File: src/rtl/sand_reg_writer.sv
// Buffers register-update requests in a FIFO and replays them as one-cycle writes on the sand/ball register bus.
// Optional build macro: SAND_WR_WAITREQ_EN enables slave stalling through waitrequest.
module sand_reg_writer #(
    parameter int unsigned DEPTH = 4
) (
    input  logic                     clk,
    input  logic                     reset,
    input  logic                     req_valid,
    output logic                     req_ready,
    input  logic [2:0]               req_addr,
    input  logic [7:0]               req_data,
    input  logic                     hold,
    input  logic                     waitrequest,
    output logic                     chipselect,
    output logic                     write,
    output logic [2:0]               address,
    output logic [7:0]               writedata,
    output logic                     busy,
    output logic [$clog2(DEPTH):0]   count,
    output logic                     bad_addr
);

    localparam int unsigned AW       = $clog2(DEPTH);
    localparam int unsigned CW       = AW + 1;
    localparam int unsigned NUM_REGS = 5;

    typedef struct packed {
        logic [2:0] addr;
        logic [7:0] data;
    } wr_entry_t;

    typedef enum logic {
        IDLE,
        XFER
    } state_t;

    state_t          state_q,    state_d;
    logic [AW-1:0]   wr_ptr_q,   wr_ptr_d;
    logic [AW-1:0]   rd_ptr_q,   rd_ptr_d;
    logic [CW-1:0]   count_q,    count_d;
    logic            ready_q,    ready_d;
    logic            cs_q,       cs_d;
    logic [2:0]      addr_q,     addr_d;
    logic [7:0]      data_q,     data_d;
    logic            busy_q,     busy_d;
    logic            bad_addr_q, bad_addr_d;
    wr_entry_t       mem_q [DEPTH];
    wr_entry_t       mem_d [DEPTH];

    logic            accept_c;
    logic            addr_ok_c;
    logic            push_c;
    logic            pop_c;
    logic            xfer_done_c;
    logic            fifo_avail_c;
    wr_entry_t       head_c;

    // A write completes on every strobe cycle unless the slave may stall it.
`ifdef SAND_WR_WAITREQ_EN
    assign xfer_done_c = cs_q && !waitrequest;
`else
    logic unused_waitreq;
    assign unused_waitreq = waitrequest;
    assign xfer_done_c    = cs_q;
`endif

    // Request side: ready comes only from the registered full flag.
    always_comb begin
        accept_c     = req_valid && ready_q;
        addr_ok_c    = (req_addr < 3'(NUM_REGS));
        push_c       = accept_c && addr_ok_c;
        fifo_avail_c = (count_q != '0);
        head_c       = mem_q[rd_ptr_q];
    end

    // Bus FSM: decides when the head entry is popped onto the strobe registers.
    always_comb begin
        state_d = state_q;
        cs_d    = cs_q;
        addr_d  = addr_q;
        data_d  = data_q;
        pop_c   = 1'b0;
        case (state_q)
            IDLE: begin
                if (fifo_avail_c && !hold) begin
                    pop_c   = 1'b1;
                    state_d = XFER;
                    cs_d    = 1'b1;
                    addr_d  = head_c.addr;
                    data_d  = head_c.data;
                end
            end
            XFER: begin
                if (xfer_done_c) begin
                    if (fifo_avail_c && !hold) begin
                        pop_c  = 1'b1;
                        addr_d = head_c.addr;
                        data_d = head_c.data;
                    end else begin
                        state_d = IDLE;
                        cs_d    = 1'b0;
                    end
                end
            end
            default: begin
                state_d = IDLE;
                cs_d    = 1'b0;
            end
        endcase
    end

    // FIFO bookkeeping and status flags.
    always_comb begin
        wr_ptr_d   = push_c ? wr_ptr_q + AW'(1) : wr_ptr_q;
        rd_ptr_d   = pop_c  ? rd_ptr_q + AW'(1) : rd_ptr_q;
        count_d    = count_q + CW'(push_c) - CW'(pop_c);
        ready_d    = (count_d != CW'(DEPTH));
        busy_d     = (count_d != '0) || cs_d;
        bad_addr_d = bad_addr_q || (accept_c && !addr_ok_c);
    end

    always_comb begin
        mem_d = mem_q;
        if (push_c) begin
            mem_d[wr_ptr_q] = '{addr: req_addr, data: req_data};
        end
    end

    always_ff @(posedge clk) begin
        if (reset) begin
            state_q    <= IDLE;
            wr_ptr_q   <= '0;
            rd_ptr_q   <= '0;
            count_q    <= '0;
            ready_q    <= 1'b1;
            cs_q       <= 1'b0;
            addr_q     <= '0;
            data_q     <= '0;
            busy_q     <= 1'b0;
            bad_addr_q <= 1'b0;
        end else begin
            state_q    <= state_d;
            wr_ptr_q   <= wr_ptr_d;
            rd_ptr_q   <= rd_ptr_d;
            count_q    <= count_d;
            ready_q    <= ready_d;
            cs_q       <= cs_d;
            addr_q     <= addr_d;
            data_q     <= data_d;
            busy_q     <= busy_d;
            bad_addr_q <= bad_addr_d;
        end
    end

    // Storage needs no reset; the pointers define which entries are live.
    always_ff @(posedge clk) begin
        mem_q <= mem_d;
    end

    assign req_ready  = ready_q;
    assign chipselect = cs_q;
    assign write      = cs_q;
    assign address    = addr_q;
    assign writedata  = data_q;
    assign busy       = busy_q;
    assign count      = count_q;
    assign bad_addr   = bad_addr_q;

endmodule

File: config.mk
export PLATFORM = sky130hd
export DESIGN_NAME = sand_reg_writer
export DESIGN_NICKNAME = d
export VERILOG_FILES = /design/src/rtl/sand_reg_writer.sv
export SDC_FILE = /design/constraint.sdc
export NUM_CORES = 1
export LEC_CHECK = 0
export CAP_MARGIN = 20
export CORE_MARGIN = 4
export CORE_UTILIZATION = 49
export CTS_BUF_LIST = sky130_fd_sc_hd__clkbuf_16
export DETAILED_ROUTE_END_ITERATION = 8
export GPL_TIMING_DRIVEN = 0
export PLACE_DENSITY = 0.82
export SLEW_MARGIN = 20
export SYNTH_ARGS = -nofsm -noshare
export SYNTH_HDL_FRONTEND = slang
export SYNTH_SLANG_ARGS = --single-unit
File: constraint.sdc
create_clock -name clk -period 4.39 [get_ports clk]
set_input_delay 0.6585 -clock clk [delete_from_list [all_inputs] [get_ports clk]]
set_output_delay 0.6585 -clock clk [all_outputs]
set_load 0.02 [all_outputs]
# --- Yosys cells after proc, flatten, opt, wreduce, memory -nomap -nowiden ---
# Cells that the tools add are included.
word_totals:
  register_bits: 67
  input_bits: 16
  output_inout_bits: 19
  word_cells: 61
classes:
  add_sub_neg: 4
  magnitude_cmp: 4
  eq_ne: 2
  mux: 19
  bitwise: 3
  n_reduce_logical: 11
op_table:
  columns: ["cell", "count"]
  rows:
  - ["bitwise mux 44 bit", 1]
  - ["two-way mux 11 bit", 3]
  - ["binary-select mux 11 bit (select 2 bit)", 1]
  - ["demux 11 bit (select 2 bit)", 1]
  - ["two-way mux 8 bit", 2]
  - ["one-hot mux 8 bit (2 select lines)", 1]
  - ["greater-or-equal comparator 3 bit, second input constant", 2]
  - ["two-way mux 3 bit", 2]
  - ["NOT 2 -> 3 bit", 2]
  - ["one-hot mux 1 bit (2 select lines)", 3]
  - ["one-hot mux 3 bit (2 select lines)", 1]
  - ["nonzero test 3 bit", 2]
  - ["logical AND 1 bit", 5]
  - ["adder 2 x 1 -> 2 bit, second input constant", 2]
  - ["two-way mux 1 bit", 4]
  - ["adder 3 x 1 -> 3 bit", 1]
  - ["< comparator 3 x 1 -> 1 bit, second input constant", 1]
  - ["< comparator 3 bit, second input constant", 1]
  - ["inequality test 3 bit, second input constant", 1]
  - ["subtractor 3 x 1 -> 3 bit", 1]
  - ["logical NOT 1 bit", 2]
  - ["logical OR 1 bit", 2]
  - ["inequality test 2 x 1 -> 1 bit, second input constant", 1]
  - ["NOT 1 bit", 1]

# --- Logic depth before layout (Yosys ltp) ---
logic_depth:
  depth_word: 8
  depth_mapped: 11

# --- Worst setup path after synthesis ---
# No wires, ideal clock.
synth_timing:
  path_type: "input to register"
  start: "input port hold"
  end: "register busy_q (netlist: busy)"
  arrival_time_ns: 2.346
  path_slack_ns: 1.906
  cell_stages: 9
  n_path_buf: 1
  cell_sequence: "or3_1 -> inv_1 -> buf_4 -> ha_1 -> inv_1 -> ha_1 -> fa_1 -> nor2_1 -> a41oi_1"
synth_between:
  elab_chain_cells: 8
synth_rtl:
  columns: ["item", "line_no", "source"]
  rows:
  - ["from (decl)", "12", "input logic hold,"]
  - ["logical NOT 1 bit (*)", "85, 95", null]
  - ["logical AND 1 bit (*)", "85, 95", null]
  - ["two-way mux 1 bit (*)", "85, 95", null]
  - ["two-way mux 1 bit", "94", "if (xfer_done_c) begin"]
  - ["one-hot mux 1 bit (2 select lines) (*)", "83", "case (state_q)"]
  - ["via pop_c", "53", "logic pop_c;"]
  - ["subtractor 3 x 1 -> 3 bit (*)", "116", "count_d = count_q + CW'(push_c) - CW'(pop_c);"]
  - ["via count_d[1]", "40", "logic [CW-1:0] count_q, count_d;"]
  - ["nonzero test 3 bit (*)", "118", "busy_d = (count_d != '0) || cs_d;"]
  - ["logical OR 1 bit (*)", "118", null]
  - ["to (signal assigned)", "150", "busy_q <= busy_d;"]
  - ["to (decl)", "45", "logic busy_q, busy_d;"]
# Mark *: on every way through the listed nets, which the timed path passes. The rest lies on a longest branch.
# A chain may end at the register's enable or synchronous reset.

# --- Worst setup path after layout ---
# Same ends and word-level chain as after synthesis.

==> reports/results.md <==
### CTS
• cts repair resizes: 0
• number of buffers inserted for hold repair after clock tree synthesis: 0
• TritonCTS clock tree: done
• CTS Buffer Depth: 2
• Clock transition at path regs: 0.05 ns
• worst-skew pair later-pin latency: 0.33 ns
• CTS buffer count: 9
• total setup buffers inserted after CTS: 0
• CTS Sinks: 67
• H-tree Lvls: 3
• clock tree root driver cell: sky130_fd_sc_hd__clkbuf_16

### STA
• RSZ-0062 raised after global routing: no
• maximum clock frequency: 342 MHz
• Worst Tran Pin Value: 0.600 ns
• normalized max-slew margin: 60.0%
• final-report hold violation count: 0
• worst clock skew: 0.00380 ns
• Slew Limit Fails: 0
• min cycle time layout: 2.93 ns
• final worst-path cycle share: 66.7%
• final sum of negative setup slack: 0 ns
• # setup viols final: 0

### Cells and area
• share of cells above drive strength 1: 13.2%
• Final #Nets: 245
• area of the multi-input gates: 808 um2
• Design Area, Final: 3420 um2
• count of antenna diodes in the layout: 0
• FILL cells: 364
• area overhead of the layout relative to synthesis: 26.9%
• Sequential cell area: 1780 um2

### Place
• detailed placer's ending HPWL: 3.23 mm
• placed cell area: 3110 um2
• RePlAce Congestion: 0.767
• buffers added on ports: 33

### Critical path
• reg2reg path depth: 11
• worst flop-to-flop path startpoint: count[1]$_SDFF_PP0_
• Critical Path Source Type: input port
• slowest cell on the critical path: sky130_fd_sc_hd__clkdlybuf4s50_1
• Crit Path Category: in2reg
• worst endpoint required time: 4.58 ns
• list of cells traversed by the critical path: clkdlybuf4s50_1 > or3_1 > inv_1 > buf_4 > ha_1 > inv_1 > ha_1 > fa_1 > nor2_1 > a41oi_1
• worst-path fanout max: 10
• CP max stage delay: 0.51 ns
• Arr. time, crit path: 3.12 ns
• critical path depth in cells: 10
• endpoint kind of the worst setup timing path: flip-flop
• setup slack on the worst flop-to-flop path: 1.84 ns
• Worst Path Buf+Inv: 4
• reg2reg end: req_ready$_SDFF_PP1_
• kind of cell adding the most delay to the critical path: buffers and inverters

### Global routing
• vias in the first global route: 1558
• pin count of the biggest net entering global routing: 15
• global-route wire length before repair: 7.96 mm
• number of antenna violations at the first check in global routing: 0
• gr ovfl total: 0
• overall fraction of global-route tracks in use: 16.6%

### Synth
• number of enable-type register cells in the synthesized netlist: 44
• Yosys warning total: 0
• sequential area share after synthesis: 66.1%
• synthesized cell area: 2690 um2
• syn_nets: 201
• number of distinct library cells after synthesis: 32
• Synth Flop Type: sky130_fd_sc_hd__edfxtp_1
• fraction of registers with async set/reset: 0%
• Post-Synthesis Cells: 178
• number of synthesized register bits: 67
• Avg Inst Size Synth: 15.1 um2

### Min path
• endpoint of the worst hold-timing path: writedata[4]$_SDFFE_PP0P_
• kind of path behind the tightest hold check: reg2reg
• Hold Path Depth: 2
• hold_sp: writedata[4]$_SDFFE_PP0P_

### Pwr
• VDD IR-drop max: 0.331 mV
• pwr dens: 605 nW/um2
• Static Leakage: 1.20 nW

### Floorplan
• placement row count: 26
• horizontal die dimension: 82.1 um
• area of the core region: 5200 um2
• height of the chip: 82.1 um
• Die Outline Area: 6750 um2
• number of primary I/O pins: 35
• effective utilization at floorplan: 51.8%

### Run
• count of maximum capacitance violations: 0

### Route
• DRC violations left: 0
• Avg Vias per Cell: 5.38
• Post-Route WL: 4.72 mm
• detailed-route wire length per cell: 15.9 um
• starting DRC count in detailed routing: 114
• vias after detailed routing: 1598
• antenna viol nets, final: 0
• DRT Pass-1 Iters: 4

### Status
• run status: completed

## metrics by stage
stage | hold WS [ns] | utilization (%) | total power [mW] | cells | worst slack [ns]
floorplan | 0.484 | - | 1.16 | 178 | 1.91
global placement | 0.438 | 59.8 | 1.34 | 281 | 1.17
detailed placement | 0.444 | 59.8 | 1.35 | 281 | 1.14
CTS | 0.451 | 65.7 | 2.09 | 297 | 1.48
global route | 0.467 | 65.7 | 2.18 | 297 | 1.34
finish | 0.449 | 65.7 | 2.07 | 297 | 1.46
## registers in the layout, summed over array words and instances, names as in the netlist
register / cells
mem_q: 44
writedata: 8
address: 3
count: 3
rd_ptr_q: 2
wr_ptr_q: 2
bad_addr: 1
busy: 1
chipselect: 1
req_ready: 1
state_q: 1
## cell usage in the layout (no fill, tap or decap)
master	count
sky130_fd_sc_hd__a21oi_1	5
sky130_fd_sc_hd__a41oi_1	1
sky130_fd_sc_hd__and2_0	1
sky130_fd_sc_hd__and3_1	4
sky130_fd_sc_hd__buf_12	1
sky130_fd_sc_hd__buf_2	1
sky130_fd_sc_hd__buf_4	2
sky130_fd_sc_hd__buf_6	1
sky130_fd_sc_hd__bufinv_16	1
sky130_fd_sc_hd__clkbuf_1	6
sky130_fd_sc_hd__clkbuf_16	9
sky130_fd_sc_hd__clkdlybuf4s50_1	33
sky130_fd_sc_hd__clkinv_4	2
sky130_fd_sc_hd__dfxtp_1	23
sky130_fd_sc_hd__edfxtp_1	44
sky130_fd_sc_hd__fa_1	1
sky130_fd_sc_hd__ha_1	6
sky130_fd_sc_hd__inv_1	8
sky130_fd_sc_hd__inv_6	4
sky130_fd_sc_hd__mux2_2	1
sky130_fd_sc_hd__mux4_1	4
sky130_fd_sc_hd__mux4_2	7
sky130_fd_sc_hd__nand2_1	13
sky130_fd_sc_hd__nand2b_1	1
sky130_fd_sc_hd__nand3_1	2
sky130_fd_sc_hd__nor2_1	7
sky130_fd_sc_hd__nor2b_1	5
sky130_fd_sc_hd__nor3_2	1
sky130_fd_sc_hd__nor4b_1	1
sky130_fd_sc_hd__o2111ai_1	11
sky130_fd_sc_hd__o21a_1	2
sky130_fd_sc_hd__o21ai_0	6
sky130_fd_sc_hd__o21ai_1	8
sky130_fd_sc_hd__o31ai_1	1
sky130_fd_sc_hd__or3_1	2
sky130_fd_sc_hd__or4_1	1
sky130_fd_sc_hd__xor3_1	1
## worst max-delay path by stage
| stage | to | from |
|---|---|---|
| after global placement | busy$_SDFF_PP0_ | hold |
| final | busy$_SDFF_PP0_ | hold |
| after floorplan | busy$_SDFF_PP0_ | hold |
| after global routing | busy$_SDFF_PP0_ | hold |
| after CTS | busy$_SDFF_PP0_ | hold |
| after detailed placement | busy$_SDFF_PP0_ | hold |
## cell usage after synthesis (2+ instances only)
master                      number  area (um2)
sky130_fd_sc_hd__nor2_1          7        26.3
sky130_fd_sc_hd__a21oi_1         5        25.0
sky130_fd_sc_hd__inv_1           8        30.0
sky130_fd_sc_hd__o21ai_1         8        40.0
sky130_fd_sc_hd__buf_4           2        15.0
sky130_fd_sc_hd__or3_1           2        12.5
sky130_fd_sc_hd__o21a_1          2        15.0
sky130_fd_sc_hd__dfxtp_1        23         460
sky130_fd_sc_hd__edfxtp_1       44        1320
sky130_fd_sc_hd__clkbuf_1        6        22.5
sky130_fd_sc_hd__o21ai_0         6        30.0
sky130_fd_sc_hd__mux4_1          4         105
sky130_fd_sc_hd__o2111ai_1      11        96.3
sky130_fd_sc_hd__ha_1            6        75.1
sky130_fd_sc_hd__nand2_1        13        48.8
sky130_fd_sc_hd__mux4_2          7         158
sky130_fd_sc_hd__nand3_1         2        10.0
sky130_fd_sc_hd__and3_1          4        25.0
sky130_fd_sc_hd__nor2b_1         5        31.3
## per-layer routing
metal  up-vias  wire [um]  global-route usage, %
li1        776          -                      -
met1       772       2070                   21.4
met2        40       2300                   25.4
met3        10        266                   5.75
met4         0         87                   7.81
met5         -          0                      0
## worst min-delay path, cell delays in order, from the launching register on
cell and delay, ns:
sky130_fd_sc_hd__dfxtp_1 0.30, sky130_fd_sc_hd__nand2_1 0.05, sky130_fd_sc_hd__o21ai_1 0.05
## kinds of logic (layout without fill, tap and decap cells)
kind of cell / count (synthesis) / count (layout) / synth area share [%]
fa+ha+maj: 7 / 7 / 3.53
simple gates: 38 / 38 / 7.15
xor+xnor: 1 / 1 / 0.882
flops: 67 / 67 / 66.1
buf+inv: 19 / 68 / 3.85
compound gates: 34 / 34 / 8.27
mux: 12 / 12 / 10.2
## final cells by class
type,count,share of cell area [%]
sequential,67,52.1
multi-input combinational,92,23.6
timing repair buffer,33,9.66
clock buffer,9,6.59
tap,70,2.56
clock inverter,7,2.41
buffer,11,2.16
inverter,8,0.878
## power breakdown
| part | switching [mW] | leakage (nW) | internal [mW] | total, mW |
|---|---|---|---|---|
| clock network | 0.277 | 0.151 | 0.449 | 0.726 |
| registers | 0.0445 | 0.589 | 0.753 | 0.798 |
| logic | 0.281 | 0.455 | 0.264 | 0.544 |
Power figures use the tool's default switching activity.
